### src/rtl/cdr_vote_filter.sv
// Clock-data-recovery phase picker: early/late votes from a phase detector are
// integrated, and reaching +/-THRESH steps the sampling phase with hold-off and lock tracking.
module cdr_vote_filter #(
  parameter int THRESH   = 8,
  parameter int HOLDOFF  = 2,
  parameter int LOCK_LEN = 32
) (
  input  logic       i_clk,
  input  logic       i_rst,
  input  logic       i_valid,
  input  logic       i_T,
  input  logic       i_E,
  input  logic [5:0] i_nb_P,
  output logic [5:0] o_phase_sel,
  output logic       o_adv,
  output logic       o_ret,
  output logic       o_lock
);

  typedef enum logic {TRACK, HOLD} state_t;
  typedef enum logic [1:0] {DIR_NONE, DIR_UP, DIR_DN} dir_t;

  localparam logic signed [5:0] VMAX = 6'(THRESH - 1);
  localparam logic signed [5:0] VMIN = -VMAX;
  localparam logic [5:0]        LMAX = 6'(LOCK_LEN);
  localparam logic [2:0]        HLAST = 3'(HOLDOFF - 1);

  state_t            state_q, state_d;
  dir_t              last_q, last_d;
  logic signed [5:0] vcnt_q, vcnt_d;
  logic [2:0]        hcnt_q, hcnt_d;
  logic [5:0]        lcnt_q, lcnt_d;
  logic [5:0]        phase_d;
  logic              adv_d, ret_d, lock_d;
  logic              up, dn, vote, hit_up, hit_dn;

  always_comb begin
    up     = i_valid & i_T & i_E;
    dn     = i_valid & i_T & ~i_E;
    vote   = (state_q == TRACK) & (up | dn);
    hit_up = vote & up & (vcnt_q == VMAX);
    hit_dn = vote & dn & (vcnt_q == VMIN);

    state_d = state_q;
    last_d  = last_q;
    vcnt_d  = vcnt_q;
    hcnt_d  = hcnt_q;
    lcnt_d  = lcnt_q;
    phase_d = o_phase_sel;
    adv_d   = 1'b0;
    ret_d   = 1'b0;

    if (vote) begin
      if (lcnt_q != LMAX) lcnt_d = lcnt_q + 6'd1;
      vcnt_d = up ? vcnt_q + 6'sd1 : vcnt_q - 6'sd1;
    end

    if (hit_up | hit_dn) begin
      vcnt_d = '0;
      // A repeat of the previous direction means we are still chasing: drop lock.
      if ((hit_up && last_q == DIR_UP) || (hit_dn && last_q == DIR_DN)) lcnt_d = '0;
      last_d = hit_up ? DIR_UP : DIR_DN;
      if (HOLDOFF != 0) begin
        state_d = HOLD;
        hcnt_d  = '0;
      end
    end

    if (state_q == HOLD && i_valid) begin
      if (hcnt_q == HLAST) state_d = TRACK;
      else                 hcnt_d  = hcnt_q + 3'd1;
    end

    // Degenerate or shrunk modulus overrides any step, silently.
    if (i_nb_P <= 6'd1 || o_phase_sel >= i_nb_P) begin
      phase_d = '0;
    end else if (hit_up) begin
      adv_d   = 1'b1;
      phase_d = (o_phase_sel == i_nb_P - 6'd1) ? 6'd0 : o_phase_sel + 6'd1;
    end else if (hit_dn) begin
      ret_d   = 1'b1;
      phase_d = (o_phase_sel == 6'd0) ? i_nb_P - 6'd1 : o_phase_sel - 6'd1;
    end

    lock_d = (lcnt_d == LMAX);
  end

  always_ff @(posedge i_clk) begin
    if (i_rst) begin
      state_q     <= TRACK;
      last_q      <= DIR_NONE;
      vcnt_q      <= '0;
      hcnt_q      <= '0;
      lcnt_q      <= '0;
      o_phase_sel <= '0;
      o_adv       <= 1'b0;
      o_ret       <= 1'b0;
      o_lock      <= 1'b0;
    end else begin
      state_q     <= state_d;
      last_q      <= last_d;
      vcnt_q      <= vcnt_d;
      hcnt_q      <= hcnt_d;
      lcnt_q      <= lcnt_d;
      o_phase_sel <= phase_d;
      o_adv       <= adv_d;
      o_ret       <= ret_d;
      o_lock      <= lock_d;
    end
  end

endmodule

### config.mk
export PLATFORM = sky130hd
export DESIGN_NAME = cdr_vote_filter
export DESIGN_NICKNAME = d
export VERILOG_FILES = /design/src/rtl/cdr_vote_filter.sv
export SDC_FILE = /design/constraint.sdc
export NUM_CORES = 1
export LEC_CHECK = 0
export ABC_AREA = 1
export CAP_MARGIN = 15
export CORE_MARGIN = 2
export CORE_UTILIZATION = 58
export DETAILED_ROUTE_END_ITERATION = 16
export GPL_ROUTABILITY_DRIVEN = 0
export PLACE_DENSITY = 0.81
export SLEW_MARGIN = 15
export SYNTH_ARGS = -nofsm -noshare
export SYNTH_HDL_FRONTEND = slang
export SYNTH_SLANG_ARGS = --single-unit
### constraint.sdc
create_clock -name i_clk -period 2.1 [get_ports i_clk]
set_clock_uncertainty 0.15 [all_clocks]
set_input_delay 0.42 -clock i_clk [delete_from_list [all_inputs] [get_ports i_clk]]
set_output_delay 0.42 -clock i_clk [all_outputs]
set_load 0.01 [all_outputs]
### Word-level counts from Yosys, hierarchy flattened

Index checks and enable logic that the tools add are counted.

* flip-flop bits (word level): 27
* latch bits: 0
* bits in writable memories: 0
* bits in read-only memories: 0
* input port bits: 11
* output and inout bits: 9
* word-level logic and storage cells: 66
* memories: 0

* add/subtract/negate cells: 7
* multiply operators: 0
* div/mod/pow operators: 0
* magnitude comparators: 2
* eq/ne operators: 8
* shift operators: 0
* multiplexer cells: 18
* bitwise operators: 12
* reduce and logical (&&, ||, !) cells: 10

Operator list (count)
* $mux W6: 9
* $add A6 B1 Y6 const B: 2
* $eq A6 B4 Y1 const B: 2
* $sub A6 B1 Y6 const B: 2
* $mux W3: 3
* $and A1 B1 Y1: 8
* $add A6 B2 Y6 const B: 1
* $eq A6 B6 Y1: 1
* $eq A6 B6 Y1 const B: 1
* $ge A6 B6 Y1: 1
* $le A6 B1 Y1 const B: 1
* $logic_not A6 Y1: 1
* $ne A6 B6 Y1 const B: 1
* $sub A6 B2 Y6 const B: 1
* $mux W1: 5
* $reduce_or A2 Y1: 2
* $add A3 B1 Y3 const B: 1
* $eq A3 B1 Y1 const B: 1
* $logic_and A1 B1 Y1: 3
* $reduce_or A3 Y1: 1
* $eq A2 B1 Y1 const B: 1
* $eq A2 B2 Y1 const B: 1
* $logic_or A1 B1 Y1: 2
* $mux W2: 1
* other kinds (3): 5

### Logic depth before layout (Yosys ltp)

Gate-level depths: netlist (run 1).

* depth in word-level cells: 11
* gate-level depth with buffers: 13
* gate-level depth less buffers: 13

### Least setup slack after synthesis (run 1)

OpenSTA, ideal clock, no wires.

* path kind: input-to-reg
* start: input i_T
* end: register vcnt_q[5]
* arrival time: 1673 ps
* path slack: 204 ps
* stages on the path: 11
* path buffers: 0
* cells stage by stage: nand2_2 > nor2_4 > inv_1 > ha_1 > nand2_1 > inv_1 > nand4_1 > o211ai_1 > xnor2_1 > nand2_1 > a21oi_1

* cells in the longest elaborated chain, start to end: 8
* elaborated cells on any way between the ends: 12

RTL lines
* start, declared: line 11 `input logic i_T,`
* $and A1 B1 Y1 *: line 38, 39
* $and A1 B1 Y1 (on tied branches): line 38, 39
* $or A1 B1 Y1: line 40 `vote = (state_q == TRACK) & (up | dn);`
* $and A1 B1 Y1: line 40
* $and A1 B1 Y1 (on tied branches) (2 in series): line 41, 42
* $or A1 B1 Y1: line 58 `if (hit_up | hit_dn) begin`
* $reduce_or A2 Y1 (no source line)
* end signal, assigned: line 102 `vcnt_q <= vcnt_d;`
* end, declared: line 30 `logic signed [5:0] vcnt_q, vcnt_d;`

Mark *: on every way between the ends. The rest lies on a longest branch, timed or not.
A chain may end at the register's enable or synchronous reset.

### Final worst setup path (run 1)

* start: input i_nb_P[3]
* end: register o_phase_sel[5]

* cells in the longest elaborated chain, start to end: 4
* elaborated cells on any way between the ends: 10

RTL lines
* start, declared: line 13 `input logic [5:0] i_nb_P,`
* $sub A6 B1 Y6: line 79, 82
* $eq A6 B6 Y1 or $mux W6 (tied branches): line 79, 82
* $mux W6 (on tied branches): line 79, 80
* $mux W6: line 77 `end else if (hit_up) begin`
* end signal, assigned: line 105 `o_phase_sel <= phase_d;`
* end, declared: line 14 `output logic [5:0] o_phase_sel,`

Parallel ways exist; a longest one is shown, timed or not. The select of a mux whose other input is x is not followed.

==> flow_summary.toml, run 1 <==
[cells_and_area]
mostFrequentLayoutCells = "73 x nand2_1, 46 x buf_4, 41 x nand3_1"
area_delta_synth_final_pct = 32.9
n_antenna_cell = 0
fin_cells = 449
final_net_count = 433
final_common_cell = "nand2_1"
post_route_cells_drive_above_1_share_pct = 25.2
finalInstanceArea_um2 = 3010

[clock_network]
cts_tree = "built"
root_buffer = "clkbuf_8"
clkTransAtPathRegs_ps = 90
ctsHoldBuffers = 0
clock-sinks = 27
cts_made_buffers = 3
insertion_delay_ps = 280
htreeDepth = 1
cts_buffer_depth = 2

[logic_synthesis]
synth_flop_cell = "dfxtp_1"
syn-cell-area_um2 = 2270
synth_cell_types = 38
synth_nets = 367
yosysSeqAreaShare_pct = 23.9
synth.ff_latch_count = 27
ys_async_sr_fraction_pct = 0
syn_inst = 336
yosysWarnings = 0
synth_edf_count = 0
syn_avg_cell_area_um2 = 6.74

[power]
power_frac_seq_pct = 47.1
ir_drop_mv = 0.334
swShare_pct = 30.4
p_sw_uw = 358
combPwrFrac_pct = 26.7
power_leakage_nw = 1.45
clock_power_share_pct = 26.2
powerDensity_nw_per_um2 = 391
intPower_uw = 818

[timing]
hold_viol_final = 0
final.period_utilization_pct = 96.1
setup_viol = 0
relSlewSlack_pct = 75.8
drv_slew = 0
period_minus_slack_ps = 2020
fmax_ghz = 0.495
tightest_slew_ps = 360

[setup_path]
r2r_start = "o_phase_sel[0]"
cp-end-kind = "register"
worst_ep_arrival_time_ps = 2100
crit_end = "o_phase_sel[5]"
path_class = "input port to register"
r2r_slack_ps = 250
r2r_cells = 12
worstPathMaxFanout = 4
start_kind = "input port"
required_ps = 2180
r2r-end = "o_phase_sel[5]"
crit_start = "i_nb_P[3]"

[floorplan]
die_h_um = 66.5
rows = 22
die_w_um = 66.5
start_util_pct = 61.0
io_pins = 20
core-area_um2 = 3720
dieArea_um2 = 4420

[drt]
drt_iter0_drc = 142
ant_nets = 0
vias = 2453
vias_per_cell = 5.46
drt-wirelength-per-cell_um = 13.7
totalWireLength_mm = 6.14
drt_pre_antenna_iters = 4
drcViolationCount = 0

[job]
drv_cap = 0

[global_routing]
overflow = 0
grt_start_max_net_pins = 16
grt_pass1_vias = 2436
antenna_found_initial = 0
grt_pass1_wl_mm = 10.1
grt_use_total_pct = 29.4

[place]
dpl-instance-area_um2 = 2810
hpwl_mm = 4.68
port_buffers = 19
placed_cells = 442

[worst_hold_path]
hold_class = "register to register"
hold_depth = 2

[status]
status = "complete, no violations"
[layout make-up]
class                   count  area (um2)
clock buffers               3        41.3
well taps                  48        60.1
fillers                   251         706
repair buffers             65         553
multi-input cells         256        1620
clock inverters             1        5.00
flip-flops and latches     27         541
inverters                  49         190
[registers in the layout, indices dropped and copies added, names as in the netlist]
name / cells
o_phase_sel: 6
o_ret: 1
o_adv: 1
state_q: 1
lcnt_q: 6
hcnt_q: 3
last_q: 2
o_lock: 1
vcnt_q: 6
[cell families after synthesis]
| kind of cell | Yosys count | share of synthesized area (%) |
|---|---|---|
| AO/OA/AOI/OAI | 37 | 10.1 |
| XOR/XNOR | 14 | 5.41 |
| adder cells (fa/ha/maj) | 20 | 11.4 |
| buffers and inverters | 53 | 9.66 |
| flip-flops | 27 | 23.9 |
| AND/OR/NAND/NOR | 185 | 39.6 |
[worst max-delay path, cell delays in order]
cell             delay (ps)
clkdlybuf4s50_1         490
inv_2                    60
ha_4                    240
a21oi_2                 130
o21a_1                  130
nand3_1                 130
nor3_2                  200
buf_4                   150
nand3_1                  70
nand2_1                  90
[cells in the mapped netlist (2+ instances only)]
cell | n | share of area [%]
xnor2_1 | 4 | 1.5
nand2_1 | 74 | 12
nand3_2 | 3 | 1.3
nand4_1 | 8 | 2.2
or2_2 | 2 | 0.55
inv_1 | 39 | 6.5
a21oi_2 | 3 | 1.2
xor2_1 | 10 | 3.9
nand2_2 | 5 | 1.4
dfxtp_1 | 27 | 24
ha_1 | 19 | 10
nor3_2 | 3 | 1.3
or2_1 | 2 | 0.55
nor2_1 | 35 | 5.8
a21oi_1 | 14 | 3.1
nor2_4 | 3 | 1.5
buf_6 | 2 | 0.99
o21ai_0 | 9 | 2.0
nor3_1 | 4 | 0.88
a211oi_1 | 4 | 1.3
nand3_1 | 41 | 9.1
inv_2 | 9 | 1.5
[routing by layer]
metal	share of wire [%]	global-route usage, %	vias to the layer above
met5	0	0	-
met4	2.9	11.7	0
met3	3.8	3.55	21
met2	52	54.4	70
met1	41	34.1	1128
li1	-	-	1234
[stage by stage]
step | hold slack (ps) | power, mW | setup TNS [ps] | util [%] | setup slack [ps]
after CTS | 349 | 1.15 | 0 | 77.8 | 6.28
after global placement | 319 | 0.832 | -2560 | 75.5 | -277
final | 352 | 1.18 | 0 | 81.0 | 81.7
after global routing | 372 | 1.23 | -348 | 81.0 | -63.1
after floorplan | 303 | 0.721 | 0 | - | 204
after detailed placement | 333 | 0.842 | -3130 | 75.5 | -347
[how the worst min path moves through the flow]
| stage | start | end | slack, ps |
|---|---|---|---|
| after floorplan | last_q[0] | last_q[0] | 300 |
| after global placement | last_q[0] | last_q[0] | 320 |
| after detailed placement | last_q[0] | last_q[0] | 330 |
| after CTS | last_q[0] | last_q[0] | 350 |
| after global routing | last_q[1] | last_q[1] | 370 |
| final | last_q[0] | last_q[0] | 350 |
[power groups by stage]
stage / Combinational, mW / Clock [mW] / Sequential, mW
floorplan: 0.164 / 0 / 0.557
global placement: 0.270 / 0 / 0.562
detailed placement: 0.279 / 0 / 0.563
CTS: 0.292 / 0.308 / 0.552
global route: 0.349 / 0.325 / 0.557
finish: 0.314 / 0.308 / 0.554
[timing repair]
action / 4_1_cts / 5_1_grt
hold endpoints to repair: 0 / 0
setup buffers: 0 / 3
setup endpoints to repair: 4 / 11
pin swaps: 2 / 17
gates resized for setup: 5 / 24
gates cloned: 0 / 0
No activity file was read; power rests on OpenSTA's default activity.
==> inputs of run 2 (changes only) <==
--- a/config.mk
+++ b/config.mk
@@ -12,6 +12,7 @@
 export DETAILED_ROUTE_END_ITERATION = 16
 export GPL_ROUTABILITY_DRIVEN = 0
 export PLACE_DENSITY = 0.81
+export RECOVER_POWER = 25
 export SLEW_MARGIN = 15
 export SYNTH_ARGS = -nofsm -noshare
 export SYNTH_HDL_FRONTEND = slang
==> run 2 against run 1 <==
Design area down 0.58%. Sequential power barely moved. Combinational power hardly changed. Utilization fell by 0.47 points. Non-clock buffer count unchanged. Final cell count unchanged. First-iteration DRC count down 3.5%. Sequential share of layout area rose by 0.11 points. Wire length grew 0.78%. Global-route usage did not move. Setup slack worse by 3.8 ps.
==> flow_summary.toml, run 2 (synthesized netlist as in run 1, its figures left out) <==
[setup_path]
start_kind = "input port"
r2r_cells = 12
worst_ep_arrival_time_ps = 2100
worstPathMaxFanout = 4
cp-end-kind = "register"
path_class = "input port to register"
r2r_slack_ps = 260
r2r_start = "o_phase_sel[0]"
r2r-end = "o_phase_sel[5]"
required_ps = 2180

[timing]
layout_setup_ws_ps = 77.9
fmax_ghz = 0.495
drv_slew = 0
holdWs_ps = 351
hold_viol_final = 0
final.period_utilization_pct = 96.3
period_minus_slack_ps = 2020
setup_viol = 0
tightest_slew_ps = 373
relSlewSlack_pct = 75.0

[cells_and_area]
fillCellCount = 256
final_net_count = 433
largestRegisters = "lcnt_q (6), o_phase_sel (6), vcnt_q (6)"
multi_input_area_um2 = 1600
post_route_cells_drive_above_1_share_pct = 23.9
area_delta_synth_final_pct = 32.1
ff_latch_area_um2 = 541
mostFrequentLayoutCells = "76 x nand2_1, 44 x buf_4, 43 x nand3_1"
n_antenna_cell = 0
finalInstanceArea_um2 = 2990
final_common_cell = "nand2_1"

[place]
hpwl_mm = 4.68
pre_cts_slack_ps = -347
port_buffers = 19
dpl-instance-area_um2 = 2810

[clock_network]
clock-sinks = 27
insertion_delay_ps = 280
cts_made_buffers = 3
htreeDepth = 1
root_buffer = "clkbuf_8"
ctsHoldBuffers = 0
clkTransAtPathRegs_ps = 90
cts_buffer_depth = 2
cts_tree = "built"

[drt]
drt_pre_antenna_iters = 4
drt-wirelength-per-cell_um = 13.8
drt_iter0_drc = 137
vias_per_cell = 5.51
drcViolationCount = 0
ant_nets = 0
totalWireLength_mm = 6.19
vias = 2476

[worst_hold_path]
hold_depth = 2
holdPathEnd = "last_q[0]"
hold_class = "register to register"
min_from = "last_q[0]"

[power]
ir_drop_mv = 0.331
powerDensity_nw_per_um2 = 392
power_leakage_nw = 1.45

[status]
status = "complete, no violations"

[floorplan]
io_pins = 20
die_h_um = 66.5
start_util_pct = 61.0
core-area_um2 = 3720
rows = 22
dieArea_um2 = 4420
die_w_um = 66.5

[global_routing]
overflow = 0
grt_pass1_vias = 2436
grt_pass1_wl_mm = 10.1
antenna_found_initial = 0
grt_start_max_net_pins = 16
grt_use_total_pct = 29.4

[job]
drv_cap = 0
## run 2: routing by layer
| metal | vias up | track usage, % | routed length (um) |
|---|---|---|---|
| met3 | 21 | 3.55 | 247 |
| met2 | 76 | 54.4 | 3200 |
| li1 | 1234 | - | - |
| met4 | 0 | 11.7 | 180 |
| met1 | 1145 | 34.1 | 2560 |
| met5 | - | 0 | 0 |
## run 2: stage by stage
step	utilization [%]	power (mW)	instances	TNS, ps
after floorplan	-	0.721	336	0
after global placement	75.5	0.832	442	-2560
after detailed placement	75.5	0.842	442	-3130
after CTS	77.8	1.15	446	0
after global routing	80.5	1.23	449	-348
final	80.5	1.17	449	0
## run 2: worst max-delay path by stage
stage | from | end | depth (start not counted)
after floorplan | i_T | vcnt_q[5] | 11
after global placement | i_valid | vcnt_q[5] | 12
after detailed placement | i_valid | vcnt_q[3] | 9
after CTS | i_nb_P[0] | o_phase_sel[5] | 13
after global routing | i_nb_P[3] | o_phase_sel[2] | 10
final | i_nb_P[3] | o_phase_sel[5] | 10
## run 2: where the power goes
group | leakage [nW] | internal (mW) | total (mW) | switching (mW)
registers | 0.219 | 0.526 | 0.554 | 0.0273
clock network | 0.0255 | 0.134 | 0.306 | 0.173
logic | 1.21 | 0.157 | 0.312 | 0.154
total | 1.45 | 0.817 | 1.17 | 0.354
## run 2: repair_timing
action                                 in CTS  in global routing
setup endpoints to repair                   4                 11
buffers inserted                            0                  3
gates resized for setup                     5                 24
pin swaps                                   2                 17
endpoints found under the hold margin       0                  0
## run 2: critical path: stages
cell             delay, ps
clkdlybuf4s50_1        490
inv_2                   60
ha_4                   240
a21oi_2                130
o21a_1                 130
nand3_1                120
nor3_2                 200
buf_4                  150
nand3_1                 70
nand2_1                 90
## run 2: final cells by class
| class | count | share of cell area, % |
|---|---|---|
| multi-input combinational | 256 | 53.6 |
| timing repair buffer | 65 | 18.5 |
| sequential | 27 | 18.1 |
| inverter | 49 | 6.35 |
| tap | 48 | 2.01 |
| clock buffer | 3 | 1.38 |
| clock inverter | 1 | 0.167 |
==> inputs of run 3 (changes only) <==
--- a/config.mk
+++ b/config.mk
@@ -17,3 +17,4 @@
 export SYNTH_ARGS = -nofsm -noshare
 export SYNTH_HDL_FRONTEND = slang
 export SYNTH_SLANG_ARGS = --single-unit
+export TNS_END_PERCENT = 100
==> results of run 3 <==
No change in the layout: final DEF, timing and power equal those of run 2.
